--- src/rtl/rijndael_shift_rows.sv ---
// rijndael_shift_rows: Rijndael ShiftRows/InvShiftRows with a 1-cycle output register and one-entry skid buffer
module rijndael_shift_rows #(
    parameter int NB = 4
) (
    input  logic              clk,
    input  logic              rst,
    input  logic              in_valid,
    output logic              in_ready,
    input  logic [32*NB-1:0]  in_data,
    input  logic              in_inv,
    output logic              out_valid,
    input  logic              out_ready,
    output logic [32*NB-1:0]  out_data,
    output logic              out_inv
);
    localparam int W = 32*NB;

    if (NB != 4 && NB != 6 && NB != 8) begin : g_bad_nb
        $error("rijndael_shift_rows: NB must be 4, 6 or 8");
    end

    typedef enum logic [1:0] {EMPTY, ONE, FULL} state_t;

    state_t         r_state;
    logic           r_or_valid;
    logic [W-1:0]   r_or_data;
    logic           r_or_inv;
    logic           r_sk_valid;
    logic [W-1:0]   r_sk_data;
    logic           r_sk_inv;
    logic           r_in_ready;
    logic [W-1:0]   w_shift;
    logic           w_accept;

    // Row offsets: the wide 256-bit block uses a larger spread on rows 2 and 3
    function automatic int row_off(input int r);
        return r == 0 ? 0 : r == 1 ? 1 : r == 2 ? (NB == 8 ? 3 : 2) : (NB == 8 ? 4 : 3);
    endfunction

    assign w_accept  = in_valid && r_in_ready;
    assign in_ready  = r_in_ready;
    assign out_valid = r_or_valid;
    assign out_data  = r_or_data;
    assign out_inv   = r_or_inv;

    // Pure byte routing: each output byte (r,c) picks input byte (r, c +/- offset mod NB)
    always_comb begin
        w_shift = '0;
        for (int c = 0; c < NB; c++) begin
            for (int r = 0; r < 4; r++) begin
                w_shift[W-1-8*(4*c+r) -: 8] =
                    in_data[W-1-8*(4*((in_inv ? c + NB - row_off(r) : c + row_off(r)) % NB) + r) -: 8];
            end
        end
    end

    // Output register plus skid register; in_ready is its own flop tracking an empty skid slot
    always_ff @(posedge clk or posedge rst) begin
        if (rst) begin
            r_state    <= EMPTY;
            r_or_valid <= 1'b0;
            r_or_data  <= '0;
            r_or_inv   <= 1'b0;
            r_sk_valid <= 1'b0;
            r_sk_data  <= '0;
            r_sk_inv   <= 1'b0;
            r_in_ready <= 1'b1;
        end else begin
            case (r_state)
                EMPTY: begin
                    if (w_accept) begin
                        r_state    <= ONE;
                        r_or_valid <= 1'b1;
                        r_or_data  <= w_shift;
                        r_or_inv   <= in_inv;
                    end
                end
                ONE: begin
                    if (w_accept && out_ready) begin
                        r_or_data <= w_shift;
                        r_or_inv  <= in_inv;
                    end else if (w_accept) begin
                        r_state    <= FULL;
                        r_sk_valid <= 1'b1;
                        r_sk_data  <= w_shift;
                        r_sk_inv   <= in_inv;
                        r_in_ready <= 1'b0;
                    end else if (out_ready) begin
                        r_state    <= EMPTY;
                        r_or_valid <= 1'b0;
                    end
                end
                FULL: begin
                    if (out_ready) begin
                        r_state    <= ONE;
                        r_or_data  <= r_sk_data;
                        r_or_inv   <= r_sk_inv;
                        r_sk_valid <= 1'b0;
                        r_in_ready <= 1'b1;
                    end
                end
                default: begin
                    r_state    <= EMPTY;
                    r_or_valid <= 1'b0;
                    r_sk_valid <= 1'b0;
                    r_in_ready <= 1'b1;
                end
            endcase
        end
    end
endmodule

--- config.mk ---
export PLATFORM = sky130hd
export DESIGN_NAME = rijndael_shift_rows
export DESIGN_NICKNAME = d
export VERILOG_FILES = /design/src/rtl/rijndael_shift_rows.sv
export SDC_FILE = /design/constraint.sdc
export NUM_CORES = 1
export LEC_CHECK = 0
export BUFFER_PORTS_ARGS = -buffer_cell sky130_fd_sc_hd__buf_2
export CAP_MARGIN = 20
export CORE_MARGIN = 8
export CORE_UTILIZATION = 50
export CTS_CLUSTER_SIZE = 24
export DETAILED_ROUTE_END_ITERATION = 12
export GPL_ROUTABILITY_DRIVEN = 0
export GPL_TIMING_DRIVEN = 0
export MAX_ROUTING_LAYER = met4
export PLACE_DENSITY = 0.74
export SYNTH_ARGS = -nofsm -noshare
export SYNTH_HDL_FRONTEND = slang
export SYNTH_SLANG_ARGS = --single-unit
export TNS_END_PERCENT = 100
--- constraint.sdc ---
create_clock -name clk -period 7.55 [get_ports clk]
set_input_delay 0.755 -clock clk [delete_from_list [all_inputs] [get_ports clk]]
set_output_delay 0.755 -clock clk [all_outputs]
set_load 0.05 [all_outputs]
==> run metrics <==
outcome complete, no violations; required time of the worst setup path 6.80 ns; initial antenna violation count 9; static leakage 7.72 nW; first-pass GRT wire length 47200 um; CTS Buffer Depth 3; pin count of the biggest net entering global routing 42; Top delay family on crit path flip-flops; die area 0.0314 mm2; DR top layer met4; critical path startpoint category flip-flop; Rows 59; ratio of final minimum period to clock period 29.0%; Int Power 0.00427 W; Critical Path End Type primary output; clk slew on worst S/H paths 0.06 ns; critical path's slowest cell dfstp_2; met1 WL 12700 um; Rel. slew slack 41.7%; clk root buf clkbuf_16; reg-to-reg endpoint r_sk_data[118]$_DFFE_PP0P_; register area share after synthesis 50.5%; FF+latch count, synth 262; met3 wire length 2050 um; Unique masters post-synth 25; CP arrival 1.43 ns; total number of vias 7485; power share of the clock group 19.2%; dpl hpwl 22200 um; register area 0.00656 mm2; Comb power frac 46.1%; synthesized cell area 0.0130 mm2; layout cell share with drive strength beyond 1 72.9%; clock skew 0.0247 ns; commonest non-fill, non-tap cell in the layout buf_2; met2 routed WL 14700 um; critical path endpoint in_ready; Hold Fails Final Rpt 0; R2R depth 5; Tmin final 2.19 ns; Crit path depth 1; multi-input logic area 0.00589 mm2; Tightest Pin Transition 0.873 ns; Power per Cell Area 456 mW/mm2; VDD IR max 0.287 mV; CTS resizes 0; Max Cap Viol 0; TritonRoute pass-1 iters 6; Synth Net Count 916; sequential cell fraction of total power 34.6%; Syn Area/Cell 16.6 um2; DRT iter0 DRCs 264; number of global-route vias before repair 8324; Nets 1216; setup bufs post-CTS 0; GRT overflow 0; most frequent cells in the layout buf_2, dfrtp_1, mux2_2, mux2_4, clkbuf_16; worst setup path category flip-flop to primary output; Via density 5.17; Critical path origin in_ready$_DFFE_PP1P_; worst path cell trace buf_2; Max Slew Vio Count 0; RSZ-0062 raised after global routing false; cell taking the most area after synthesis dfrtp_1; minimum setup slack among reg-to-reg paths 5.46 ns; Die Span X 177 um; # port buffers 262; Yosys warnings 0; CTS H-Tree Depth 1; antenna-violating nets left 0; Psw 0.00294 W; delay of the slowest cell on the worst path 0.58 ns; routed len/inst 20.9 um; worst hold path class input pin to async pin; switching portion of total power 40.8%; reg-to-reg startpoint r_state[1]$_DFFE_PP0P_; Area contributors post-synth dfrtp_1, mux2_2, mux2_4; Clock Latency Late Sink 0.56 ns; TritonCTS clock tree done; Final setup viols 0; hold_ws 0.384 ns; Total GRT Usage 19.6%; Num CTS Buffers 30; Core ar. 0.0258 mm2; Post-CTS Hold Buffers 0; WP buf/inv 1; Syn-to-layout area delta 21.7%; WL final 30300 um; drt drc 0; die height 177 um; fmax 457 MHz; Initial Util 50.4%; FILL cells 1992; setup_tns 0 ns; Post-Syn Instances 783; IO Pins 264; CTS Sinks 262; worst-path fanout max 6; share of the synthesized area in the top cell type 50.3%
cell families (layout without fill, tap and decap cells):
| logic type | Yosys count | in the layout | share of synthesized area (%) |
|---|---|---|---|
| mux | 451 | 451 | 44.5 |
| buf+inv | 54 | 375 | 4.09 |
| simple gates | 7 | 7 | 0.376 |
| compound gates | 9 | 9 | 0.520 |
| other cells | 0 | 9 | 0 |
| flops | 262 | 262 | 50.5 |
metrics by stage:
stage	power [W]	util (%)	setup slack, ns	instances	instance area, um2
after floorplan	0.00508	-	3.34	783	13000
after global placement	0.00576	57.1	1.65	1380	14700
after detailed placement	0.00587	57.6	5.04	1386	14800
after CTS	0.00728	61.3	5.34	1439	15800
after global routing	0.00754	61.3	5.31	1448	15800
final	0.00721	61.3	5.36	1448	15800
cell usage after synthesis (all sizes together):
| library cell | count |
|---|---|
| mux2 | 451 |
| dfrtp | 261 |
| buf | 48 |
| inv | 4 |
| o21ai | 3 |
| clkbuf | 2 |
| nand2 | 2 |
| o221ai | 2 |
| a211o | 1 |
| a21boi | 1 |
| a21oi | 1 |
| and4bb | 1 |
| dfstp | 1 |
| nand2b | 1 |
| nand3 | 1 |
| nand4bb | 1 |
| nor2b | 1 |
| o21a | 1 |
worst min path at each step:
stage | slack [ns] | end | from
after floorplan | 0.48 | r_sk_data[100]$_DFFE_PP0P_ | r_sk_data[100]$_DFFE_PP0P_
after global placement | 0.46 | out_inv$_DFFE_PP0P_ | out_inv$_DFFE_PP0P_
after detailed placement | 0.47 | out_data[94]$_DFFE_PP0P_ | out_data[94]$_DFFE_PP0P_
after CTS | 0.39 | out_data[59]$_DFFE_PP0P_ | rst
after global routing | 0.43 | out_data[59]$_DFFE_PP0P_ | rst
final | 0.38 | out_data[59]$_DFFE_PP0P_ | rst
layout make-up:
class | instances | area share, %
inverter | 4 | 0.119
sequential | 262 | 41.5
timing repair buffer | 268 | 9.06
buffer | 50 | 3.26
multi-input combinational | 467 | 37.3
antenna | 9 | 0.143
tap | 335 | 2.65
clock buffer | 43 | 5.44
clock inverter | 10 | 0.546
registers in the layout, summed over array words and instances, names as in the netlist:
signal / flops
r_state: 2
out_inv: 1
r_sk_inv: 1
in_ready: 1
out_data: 128
out_valid: 1
r_sk_data: 128
power groups by stage:
stage | clock network, W | logic (W) | registers (W)
floorplan | 0 | 0.00138 | 0.00370
global placement | 0 | 0.00329 | 0.00247
detailed placement | 0 | 0.00336 | 0.00251
CTS | 0.00142 | 0.00336 | 0.00250
global route | 0.00147 | 0.00349 | 0.00258
finish | 0.00139 | 0.00333 | 0.00250
metal layers:
| layer | vias to the layer above | track usage (%) |
|---|---|---|
| met3 | 59 | 5.23 |
| met4 | 0 | 6.48 |
| li1 | 3446 | - |
| met1 | 3796 | 23.6 |
| met5 | - | - |
| met2 | 184 | 31.7 |
Power figures use the tool's default switching activity.
